`config.mk`:
```
export PLATFORM = sky130hd
export DESIGN_NAME = instr_sequencer
export DESIGN_NICKNAME = d
export VERILOG_FILES = /design/src/rtl/cpu_pkg.sv /design/src/rtl/issue_watchdog.sv /design/src/rtl/instr_sequencer.sv
export SDC_FILE = /design/constraint.sdc
export NUM_CORES = 1
export LEC_CHECK = 0
export ABC_AREA = 1
export ABC_CLOCK_PERIOD_IN_PS = 3540
export CORE_MARGIN = 8
export CORE_UTILIZATION = 52
export DETAILED_ROUTE_END_ITERATION = 8
export PLACE_DENSITY_LB_ADDON = 0.1
export SLEW_MARGIN = 20
export SYNTH_ARGS = -nofsm -noshare
export SYNTH_HDL_FRONTEND = slang
export SYNTH_SLANG_ARGS = --single-unit
```
`constraint.sdc`:
```
create_clock -name clk -period 3.54 [get_ports clk]
set_input_delay 0.885 -clock clk [delete_from_list [all_inputs] [get_ports clk]]
set_output_delay 0.885 -clock clk [all_outputs]
set_load 0.05 [all_outputs]
```
`src/rtl/cpu_pkg.sv`:
```
// rtl/cpu_pkg.sv - shared opcode, register and sequencer definitions for the CPU
package cpu_pkg;

    localparam int OP_W = 4;

    // Control-FSM opcodes; everything from 0100 to 1110 is undefined
    localparam logic [OP_W-1:0] OP_MOVE = 4'b0000;
    localparam logic [OP_W-1:0] OP_LOAD = 4'b0001;
    localparam logic [OP_W-1:0] OP_ADD  = 4'b0010;
    localparam logic [OP_W-1:0] OP_XOR  = 4'b0011;
    localparam logic [OP_W-1:0] OP_NOP  = 4'b1110;
    localparam logic [OP_W-1:0] OP_HALT = 4'b1111;

    // Word shown to the control FSM when nothing is issued; its undefined
    // opcode parks that FSM in its idle state
    localparam logic [9:0] NOP_WORD = {OP_NOP, 6'b0};

    // Register-file codes; code 7 addresses the program counter
    typedef enum logic [2:0] {
        R0     = 3'd0,
        R1     = 3'd1,
        R2     = 3'd2,
        R3     = 3'd3,
        R4     = 3'd4,
        R5     = 3'd5,
        R6     = 3'd6,
        REG_PC = 3'd7
    } reg_code_e;

    typedef enum logic [2:0] {
        IDLE   = 3'd0,
        FETCH  = 3'd1,
        ISSUE  = 3'd2,
        HALTED = 3'd3,
        FAULT  = 3'd4
    } seq_state_e;

    typedef enum logic [1:0] {
        OPC_EXEC  = 2'd0,
        OPC_HALT  = 2'd1,
        OPC_UNDEF = 2'd2
    } op_class_e;

    // Sort a fetched opcode into issue / stop / skip
    function automatic op_class_e classify_op(input logic [OP_W-1:0] op);
        if (op[3:2] == 2'b00) begin
            return OPC_EXEC;
        end else if (op == OP_HALT) begin
            return OPC_HALT;
        end else begin
            return OPC_UNDEF;
        end
    endfunction

endpackage

```
`src/rtl/issue_watchdog.sv`:
```
// rtl/issue_watchdog.sv - counts stalled ISSUE cycles and flags the last allowed one
module issue_watchdog #(
    parameter int TIMEOUT = 15,
    parameter int CNT_W   = $clog2(TIMEOUT + 1)
) (
    input  logic clk,
    input  logic rst,
    input  logic clear_i,
    input  logic count_en_i,
    output logic expired_o
);

    logic [CNT_W-1:0] cnt_q;

    // Stall counter: zeroed whenever the sequencer is outside ISSUE
    always_ff @(posedge clk) begin
        if (rst || clear_i) begin
            cnt_q <= '0;
        end else if (count_en_i) begin
            cnt_q <= cnt_q + CNT_W'(1);
        end
    end

    // High during the TIMEOUT-th stalled cycle so the fault lands on the next edge
    assign expired_o = count_en_i && (cnt_q == CNT_W'(TIMEOUT - 1));

endmodule

```
`src/rtl/instr_sequencer.sv`:
```
// rtl/instr_sequencer.sv - program counter, instruction fetch and issue control
module instr_sequencer
    import cpu_pkg::*;
#(
    parameter int OP_SIZE  = 4,
    parameter int ARG_SIZE = 3,
    parameter int ARG_NUM  = 2,
    parameter int ADDR_W   = 8,
    parameter int END_ADDR = 255,
    parameter int TIMEOUT  = 15
) (
    input  logic                                  clk,
    input  logic                                  rst,
    input  logic                                  run,
    input  logic                                  halt_req,
    output logic                                  mem_rd,
    output logic [ADDR_W-1:0]                     mem_addr,
    input  logic [OP_SIZE+ARG_NUM*ARG_SIZE-1:0]   mem_data,
    input  logic                                  mem_valid,
    output logic [OP_SIZE+ARG_NUM*ARG_SIZE-1:0]   instr,
    output logic                                  instr_valid,
    input  logic                                  done,
    input  logic                                  pc_load,
    input  logic [ADDR_W-1:0]                     pc_load_val,
    output logic [ADDR_W-1:0]                     pc,
    output logic                                  busy,
    output logic                                  halted,
    output logic                                  fault,
    output logic [15:0]                           retired
);

    localparam int INSTR_W = OP_SIZE + ARG_NUM * ARG_SIZE;
    localparam logic [INSTR_W-1:0] NOP_INSTR = {OP_NOP, {(INSTR_W - OP_W){1'b0}}};
    localparam logic [ADDR_W-1:0]  LAST_ADDR = ADDR_W'(END_ADDR);

    seq_state_e         state_q, state_d;
    logic [ADDR_W-1:0]  pc_q, pc_d;
    logic [INSTR_W-1:0] ir_q, ir_d;
    logic [15:0]        retired_q, retired_d;
    logic               pending_halt_q, pending_halt_d;

    logic               wd_clear;
    logic               wd_count_en;
    logic               wd_expired;
    op_class_e          fetched_class;

    assign fetched_class = classify_op(mem_data[INSTR_W-1 -: OP_SIZE]);

    assign wd_clear    = (state_q != ISSUE);
    assign wd_count_en = (state_q == ISSUE) && !done;

    issue_watchdog #(
        .TIMEOUT (TIMEOUT)
    ) u_watchdog (
        .clk        (clk),
        .rst        (rst),
        .clear_i    (wd_clear),
        .count_en_i (wd_count_en),
        .expired_o  (wd_expired)
    );

    // Next-state decode for the sequencer state, PC, IR, retire count and stop request
    always_comb begin
        state_d        = state_q;
        pc_d           = pc_q;
        ir_d           = ir_q;
        retired_d      = retired_q;
        pending_halt_d = pending_halt_q;

        case (state_q)
            IDLE: begin
                if (run && !halt_req) begin
                    state_d = FETCH;
                end
            end

            FETCH: begin
                if (halt_req) begin
                    pending_halt_d = 1'b1;
                end
                if (mem_valid) begin
                    case (fetched_class)
                        OPC_EXEC: begin
                            ir_d    = mem_data;
                            state_d = ISSUE;
                        end
                        OPC_HALT: begin
                            state_d        = HALTED;
                            pending_halt_d = 1'b0;
                        end
                        default: begin
                            // Undefined word: step over it without issuing
                            pc_d = pc_q + ADDR_W'(1);
                        end
                    endcase
                end
            end

            ISSUE: begin
                if (halt_req) begin
                    pending_halt_d = 1'b1;
                end
                if (done) begin
                    pc_d = pc_load ? pc_load_val : pc_q + ADDR_W'(1);
                    if (retired_q != 16'hFFFF) begin
                        retired_d = retired_q + 16'd1;
                    end
                    if (pending_halt_q || (pc_q == LAST_ADDR && !pc_load)) begin
                        state_d        = HALTED;
                        pending_halt_d = 1'b0;
                    end else begin
                        state_d = FETCH;
                    end
                end else if (wd_expired) begin
                    state_d = FAULT;
                end
            end

            HALTED: begin
                if (run) begin
                    state_d = FETCH;
                end
            end

            FAULT: begin
                state_d = FAULT;
            end

            default: begin
                state_d = IDLE;
            end
        endcase
    end

    // Sequencer state register; reset discards any fetch in flight
    always_ff @(posedge clk) begin
        if (rst) begin
            state_q        <= IDLE;
            pc_q           <= '0;
            ir_q           <= '0;
            retired_q      <= '0;
            pending_halt_q <= 1'b0;
        end else begin
            state_q        <= state_d;
            pc_q           <= pc_d;
            ir_q           <= ir_d;
            retired_q      <= retired_d;
            pending_halt_q <= pending_halt_d;
        end
    end

    assign mem_rd      = (state_q == FETCH);
    assign mem_addr    = pc_q;
    assign instr_valid = (state_q == ISSUE);
    assign instr       = instr_valid ? ir_q : NOP_INSTR;
    assign pc          = pc_q;
    assign busy        = (state_q == FETCH) || (state_q == ISSUE);
    assign halted      = (state_q == HALTED);
    assign fault       = (state_q == FAULT);
    assign retired     = retired_q;

endmodule

```
### After elaboration in Yosys (flattened, before gate mapping)

Cells that the tools add are included.

* muxes and demuxes: 22
* $add $sub $neg: 3
* equality and inequality tests: 17
* reductions and logical operators: 19

Operators by type and width (count)
* $mux 8: 4
* $add 16x1->16 const B: 1
* $ne 16x16->1 const B: 1
* $pmux 8 s2: 1
* $mux 3: 5
* $pmux 3 s5: 1
* $mux 10: 1
* $add 8x1->8 const B: 1
* $eq 4x4->1 const B: 2
* $eq 8x8->1 const B: 1
* $eq 3x2->1 const B: 2
* $mux 2: 3
* $ne 2x2->1 const B: 3
* $ne 3x1->1 const B: 2
* $pmux 3 s2: 1
* $reduce_and 3->1: 2
* $mux 1: 5
* $reduce_and 5->1: 1
* $add 4x1->4 const B: 1
* $logic_and 1x1->1: 4
* $logic_not 2->1: 2
* $ne 2x1->1 const B: 2
* $reduce_and 4->1: 1
* $eq 3x1->1 const B: 1
* 9 further kinds: 13

* output and inout bits: 47
* input port bits: 25
* register bits: 42
* logic and storage cells: 67

### Longest topological paths before layout

Gate-level depths: netlist of run 1.

* depth in word-level cells: 8
* depth in mapped cells: 10
* mapped depth without buffers: 9

### Cells and area by module

Synthesis of run 1 repeated with hierarchy kept, for this count alone.

* cells, all modules: 382
* area total of the unflattened synthesis: 2473.6 um2

By module, submodules not included
* instr_sequencer: instances 1, area an instance 2279.7 um2, seq. area each 760.7 um2, cells each 355
* issue_watchdog: instances 1, area an instance 193.9 um2, seq. area each 80.1 um2, cells each 27

### Worst setup path before layout of run 1

Ideal clock, no wire load.

* path type: register to output
* from: register state_q[1]
* to: output port fault
* arrival time: 1.580 ns
* buffers on the path: 1
* stages on the path, launching flop included: 3
* slack: 1.075 ns
* required time: 2.655 ns
* cells stage by stage: dfxtp_1 -> buf_4 -> nor3_1

* cells in the longest elaborated chain, start to end: 1

Ends and longest elaborated chain
* from (decl): line instr_sequencer.sv:36 `seq_state_e state_q, state_d;`
* from (signal assigned): line instr_sequencer.sv:144 `state_q <= state_d;`
* $eq 3x3->1: line instr_sequencer.sv:159 `assign fault = (state_q == FAULT);`
* to (decl): line instr_sequencer.sv:28 `output logic fault,`

No other way between the ends.

### Worst setup path in the final report of run 1

* from: register state_q[0]
* to: output port instr[9]

* cells in the longest elaborated chain, start to end: 2

Ends and longest elaborated chain
* $eq 3x2->1: line instr_sequencer.sv:154 `assign instr_valid = (state_q == ISSUE);`
* $mux 10: line instr_sequencer.sv:155 `assign instr = instr_valid ? ir_q : NOP_INSTR;`
* to (decl): line instr_sequencer.sv:20 `output logic [OP_SIZE+ARG_NUM*ARG_SIZE-1:0] instr,`

No other way between the ends.

==> results.sh, run 1 <==
export IMPL_busiest_layer="met2"
export IMPL_avgSynthCellArea_um2=6.397
export IMPL_hold_buffers=0
export IMPL_postLayoutCoreUtil_pct=70.72
export IMPL_dp_slack_ns=0.7993
export IMPL_via_count=2672
export IMPL_fin_setup_tns_ns=0
export IMPL_antenna_found_initial=0
export IMPL_yosysWarningCount=0
export IMPL_drt_vias_per_instance=4.985
export IMPL_layout_commonest_cell="nand2_1"
export IMPL_diodes=0
export IMPL_start_util_pct=54.41
export IMPL_slew_headroom_pct=63.61
export IMPL_placement_io_buffers=71
export IMPL_critPathArrivalTime_ns=2.19
export IMPL_hold_depth=2
export IMPL_grt_use_total_pct=17.43
export IMPL_tightest_slew_ns=0.5441
export IMPL_path_cells="inv_2 > nand3_4 > inv_1 > nand2_1 > clkdlybuf4s50_1"
export IMPL_drive_gt1_share_pct=7.249
export IMPL_cts_path_max_buffers=2
export IMPL_hold_class="flop to flop"
export IMPL_synth_flop_cell="dfxtp_1"
export IMPL_grt_max_degree=22
export IMPL_fp_dieW_um=86.76
export IMPL_wl_per_cell_um=12.19
export IMPL_rsz0062_at_grt="no"
export IMPL_clkSinkCount=42
export IMPL_p_leak_nw=1.333
export IMPL_ys_ff_latch=42
export IMPL_hold_violations=0
export IMPL_synth_cells=407
export IMPL_ys_seq_area_share_pct=32.29
export IMPL_cts_buffers=5
export IMPL_grt_pass1_vias=2449
export IMPL_post_route_period_util_pct=86.72
export IMPL_drt_iter0_markers=208
export IMPL_rows=25
export IMPL_dp_hpwl_um=4980
export IMPL_firstDrtPassIters=4
export IMPL_worst_ir_drop_vdd_mv=0.5104
export IMPL_io_pins=72
export IMPL_die_height_um=86.76
export IMPL_powerDensity_nw_per_um2=537.5
export IMPL_cpPeakStageDelay_ns=0.83
export IMPL_fmax_ghz=0.3257
export IMPL_slowest_stage="clkdlybuf4s50_1"
export IMPL_tritoncts="yes"
export IMPL_syn_area_um2=2604
export IMPL_worst_path_max_fanout=14
export IMPL_cp_start_kind="flop"
export IMPL_wirelength_um=6536
export IMPL_core_area_um2=4786
export IMPL_status="finished, final reports clean"
export IMPL_cts_resized=0
export IMPL_synth_async_reset_ratio_pct=0
export IMPL_finClkSkew_ns=0.007492
export IMPL_crit_path_end_kind="output pin"
export IMPL_antenna_left=0
export IMPL_cts_root_buf="clkbuf_8"
export IMPL_rr_worst_depth=8
export IMPL_insertion_delay_ns=0.29
export IMPL_htree_levels=2
export IMPL_nets=497
export IMPL_synth_edf_count=0
export IMPL_required_ns=2.65
export IMPL_grt_remaining_overflow=0
export IMPL_critical_path_class="flop to output pin"
export IMPL_maxCapViolCount=0
export IMPL_final_cell_mix="125 x nand2_1, 71 x clkdlybuf4s50_1, 54 x nor2_1"
export IMPL_cts_setup_buffers=0
export IMPL_cts_clk_slew_worst_paths_ns=0.08
export IMPL_setup_slack_ns=0.4700
export IMPL_syn_nets=436
export IMPL_grt_pass1_wl_um=10900
export IMPL_die_area_um2=7527
export IMPL_area_growth_syn_to_layout_pct=29.99
export IMPL_globalplace_congestion=0.8752
export IMPL_drc=0
export IMPL_synth_cell_types=34
export IMPL_nFillCells=426
export IMPL_setup_violations=0
export IMPL_use_met3_pct=4.915
export IMPL_use_met1_pct=20.51
export IMPL_finalMaxSlewViolations=0
export IMPL_fin_crit_ns=3.070
export IMPL_met2_usage_pct=30.00
metrics by stage:
| step | hold WS [ns] | power, mW | instances | cell area (µm²) |
|---|---|---|---|---|
| 2_1_floorplan | 0.4238 | 1.253 | 407 | 2604 |
| 3_3_place_gp | 0.4396 | 1.462 | 528 | 3274 |
| 3_5_place_dp | 0.4476 | 1.472 | 528 | 3274 |
| 4_1_cts | 0.4598 | 1.831 | 536 | 3385 |
| 5_1_grt | 0.4725 | 1.922 | 536 | 3385 |
| 6_report | 0.4590 | 1.819 | 536 | 3385 |
synth_stat cells (5+ instances only):
| library cell | instances | share of area, % |
|---|---|---|
| a21oi_1 | 27 | 5.2 |
| nand2_1 | 125 | 18 |
| nand3_1 | 20 | 3.8 |
| nor2_2 | 5 | 1.2 |
| nor3_1 | 5 | 0.96 |
| nand2_2 | 5 | 1.2 |
| xor2_1 | 6 | 2.0 |
| nand4_1 | 8 | 1.9 |
| buf_4 | 9 | 2.6 |
| inv_1 | 41 | 5.9 |
| dfxtp_1 | 42 | 32 |
| nor2_1 | 54 | 7.8 |
| o21ai_0 | 23 | 4.4 |
routing by layer:
metal,wire length (µm),vias up
met5,0,-
met4,63,0
met3,385,7
met2,3103,64
met1,2983,1205
li1,-,1396
worst max-delay path, delay by kind of cell, from the launching register on:
| kind | cells | cell delay [ns] |
|---|---|---|
| buf+inv | 3 | 1.08 |
| flops | 1 | 0.48 |
| simple gates | 2 | 0.33 |
path summary, 6_finish.rpt:
kind	startpoint	to	slack (ns)
worst min-delay path	ir_q[2]	ir_q[2]	0.46
worst max register to register	retired[0]	retired[3]	1.72
worst max-delay path	state_q[0]	instr[9]	0.47
worst min register to register	ir_q[2]	ir_q[2]	0.46
sequential cells by signal (all words and copies together), names as in the netlist:
register and cells:
pending_halt_q 1, retired 16, mem_addr 8, ir_q 10
u_watchdog.cnt_q 4, state_q 3
kinds of logic (layout without fill, tap and decap cells):
family	count (synthesis)	count (layout)	synth area share [%]
compound gates	54	54	10.86
xor+xnor	9	9	3.028
fa+ha+maj	4	4	1.922
buf+inv	63	125	11.53
flops	42	42	32.29
simple gates	235	235	40.37
report_power, final:
part / total (mW) / internal [mW] / leakage, nW / switching (mW)
combinational: 0.866 / 0.279 / 0.936 / 0.587
clock: 0.362 / 0.197 / 0.0575 / 0.164
sequential: 0.592 / 0.523 / 0.340 / 0.0686
area by class of cell:
type,count,area [µm²],area share [%]
clock buffer,8,110.1,3.253
inverter,45,168.9,4.991
multi-input combinational,302,1463,43.22
sequential,42,840.8,24.84
tap,67,83.83,2.477
timing repair buffer,72,718.2,21.22
Power figures use the tool's default switching activity.
==> inputs of run 2 (changes only) <==
--- a/config.mk
+++ b/config.mk
@@ -8,7 +8,7 @@
 export ABC_AREA = 1
 export ABC_CLOCK_PERIOD_IN_PS = 3540
 export CORE_MARGIN = 8
-export CORE_UTILIZATION = 52
+export CORE_UTILIZATION = 50
 export DETAILED_ROUTE_END_ITERATION = 8
 export PLACE_DENSITY_LB_ADDON = 0.1
 export SLEW_MARGIN = 20
==> results.sh, run 2 (synthesis results as in run 1) <==
export IMPL_worst_path_max_fanout=14
export IMPL_worst_ir_drop_vdd_mv=0.5609
export IMPL_io_pins=72
export IMPL_rsz0062_at_grt="no"
export IMPL_path_cells="inv_2 > nand3_4 > inv_1 > nand2_1 > clkdlybuf4s50_1"
export IMPL_maxCapViolCount=0
export IMPL_cpPeakStageDelay_ns=0.82
export IMPL_grt_use_total_pct=18.19
export IMPL_cp_start_kind="flop"
export IMPL_drt_iter0_markers=126
export IMPL_fin_setup_tns_ns=0
export IMPL_grt_max_degree=22
export IMPL_fp_dieW_um=88.16
export IMPL_antenna_found_initial=0
export IMPL_clkSinkCount=42
export IMPL_core_area_um2=5075
export IMPL_grt_pass1_wl_um=11470
export IMPL_rows=26
export IMPL_antenna_left=0
export IMPL_critPathTopFamily="buffers and inverters"
export IMPL_critPathBufInv=3
export IMPL_fmax_ghz=0.3287
export IMPL_finalMaxSlewViolations=0
export IMPL_globalplace_congestion=0.8315
export IMPL_layout_commonest_cell="nand2_1"
export IMPL_power_mw=1.770
export IMPL_powerDensity_nw_per_um2=526.7
export IMPL_drt_vias_per_instance=4.905
export IMPL_slew_headroom_pct=64.31
export IMPL_critical_path_class="flop to output pin"
export IMPL_cts_root_buf="clkbuf_8"
export IMPL_start_util_pct=51.31
export IMPL_p_leak_nw=1.319
export IMPL_setup_violations=0
export IMPL_tightest_slew_ns=0.5348
export IMPL_cts_resized=0
export IMPL_crit_path_end_kind="output pin"
export IMPL_required_ns=2.65
export IMPL_nets=497
export IMPL_wirelength_um=6795
export IMPL_cts_buffers=5
export IMPL_nFillCells=495
export IMPL_grt_pass1_vias=2601
export IMPL_diodes=0
export IMPL_status="finished, final reports clean"
export IMPL_area_growth_syn_to_layout_pct=29.07
export IMPL_die_area_um2=7772
export IMPL_htree_levels=2
export IMPL_cts_clk_slew_worst_paths_ns=0.08
export IMPL_fin_crit_ns=3.042
export IMPL_slowest_stage="clkdlybuf4s50_1"
export IMPL_largest_reg_flops=16
export IMPL_critPathArrivalTime_ns=2.16
export IMPL_placement_io_buffers=71
export IMPL_drive_gt1_share_pct=6.852
export IMPL_setup_slack_ns=0.4979
export IMPL_hold_buffers=0
export IMPL_dp_hpwl_um=5150
export IMPL_final_cell_mix="125 x nand2_1, 71 x clkdlybuf4s50_1, 54 x nor2_1"
export IMPL_grt_remaining_overflow=0
export IMPL_tritoncts="yes"
export IMPL_hold_violations=0
export IMPL_insertion_delay_ns=0.30
export IMPL_finClkSkew_ns=0.005876
export IMPL_via_count=2634
export IMPL_hold_class="flop to flop"
export IMPL_post_route_period_util_pct=85.93
export IMPL_die_height_um=88.16
export IMPL_wl_per_cell_um=12.65
export IMPL_cts_setup_buffers=0
export IMPL_drc=0
export IMPL_dp_slack_ns=0.8186
export IMPL_firstDrtPassIters=4
export IMPL_cts_path_max_buffers=2
-- run 2: changes by cell type in the layout (fill, tap and decap cells not counted) --
cell,delta
clkbuf_8,-2
-- run 2: final timing paths --
check | to | slack [ns] | from | cells after the start
setup / recovery | instr[8] | 0.50 | state_q[0] | 5
hold reg to reg | ir_q[5] | 0.46 | ir_q[5] | 2
hold / removal | ir_q[5] | 0.46 | ir_q[5] | 2
setup reg to reg | retired[11] | 1.69 | retired[0] | 8
-- run 2: where the power goes --
part	leakage (nW)	internal, mW	total (mW)	switching [mW]
Clock	0.0431	0.151	0.313	0.163
Sequential	0.340	0.523	0.594	0.0710
Combinational	0.936	0.279	0.863	0.584
-- run 2: per-layer routing --
metal  global-route usage [%]  part of all wire [%]  vias up
met1                    21.85                    45     1170
met3                    4.597                   5.3       10
met4                    4.147                   1.1        0
met2                    31.43                    49       62
met5                        0                     0        -
li1                         -                     -     1392
-- run 2: final cells by class --
class                      count  area (µm²)  share of cell area, %
clock buffer                   6       82.58                  2.457
tap                           70       87.58                  2.606
sequential                    42       840.8                  25.02
timing repair buffer          72       718.2                  21.37
inverter                      45       168.9                  5.026
multi-input combinational    302        1463                  43.52
-- run 2: stage by stage --
stage / cell area [µm²] / util, % / instances / hold slack (ns)
2_1_floorplan: 2604 / - / 407 / 0.4238
3_3_place_gp: 3278 / 64.60 / 531 / 0.4424
3_5_place_dp: 3278 / 64.60 / 531 / 0.4517
4_1_cts: 3361 / 66.22 / 537 / 0.4619
5_1_grt: 3361 / 66.22 / 537 / 0.4861
6_report: 3361 / 66.22 / 537 / 0.4611
-- run 2: worst min-delay path: stages (launching register included) --
cell     delay, ns
dfxtp_1       0.30
inv_1         0.06
a21oi_1       0.06
==> inputs of run 3 (changes only) <==
--- a/config.mk
+++ b/config.mk
@@ -15,3 +15,4 @@
 export SYNTH_ARGS = -nofsm -noshare
 export SYNTH_HDL_FRONTEND = slang
 export SYNTH_SLANG_ARGS = --single-unit
+export TNS_END_PERCENT = 50
==> results of run 3 <==
Same layout as run 2: the final DEF is identical, and so are final timing and power.
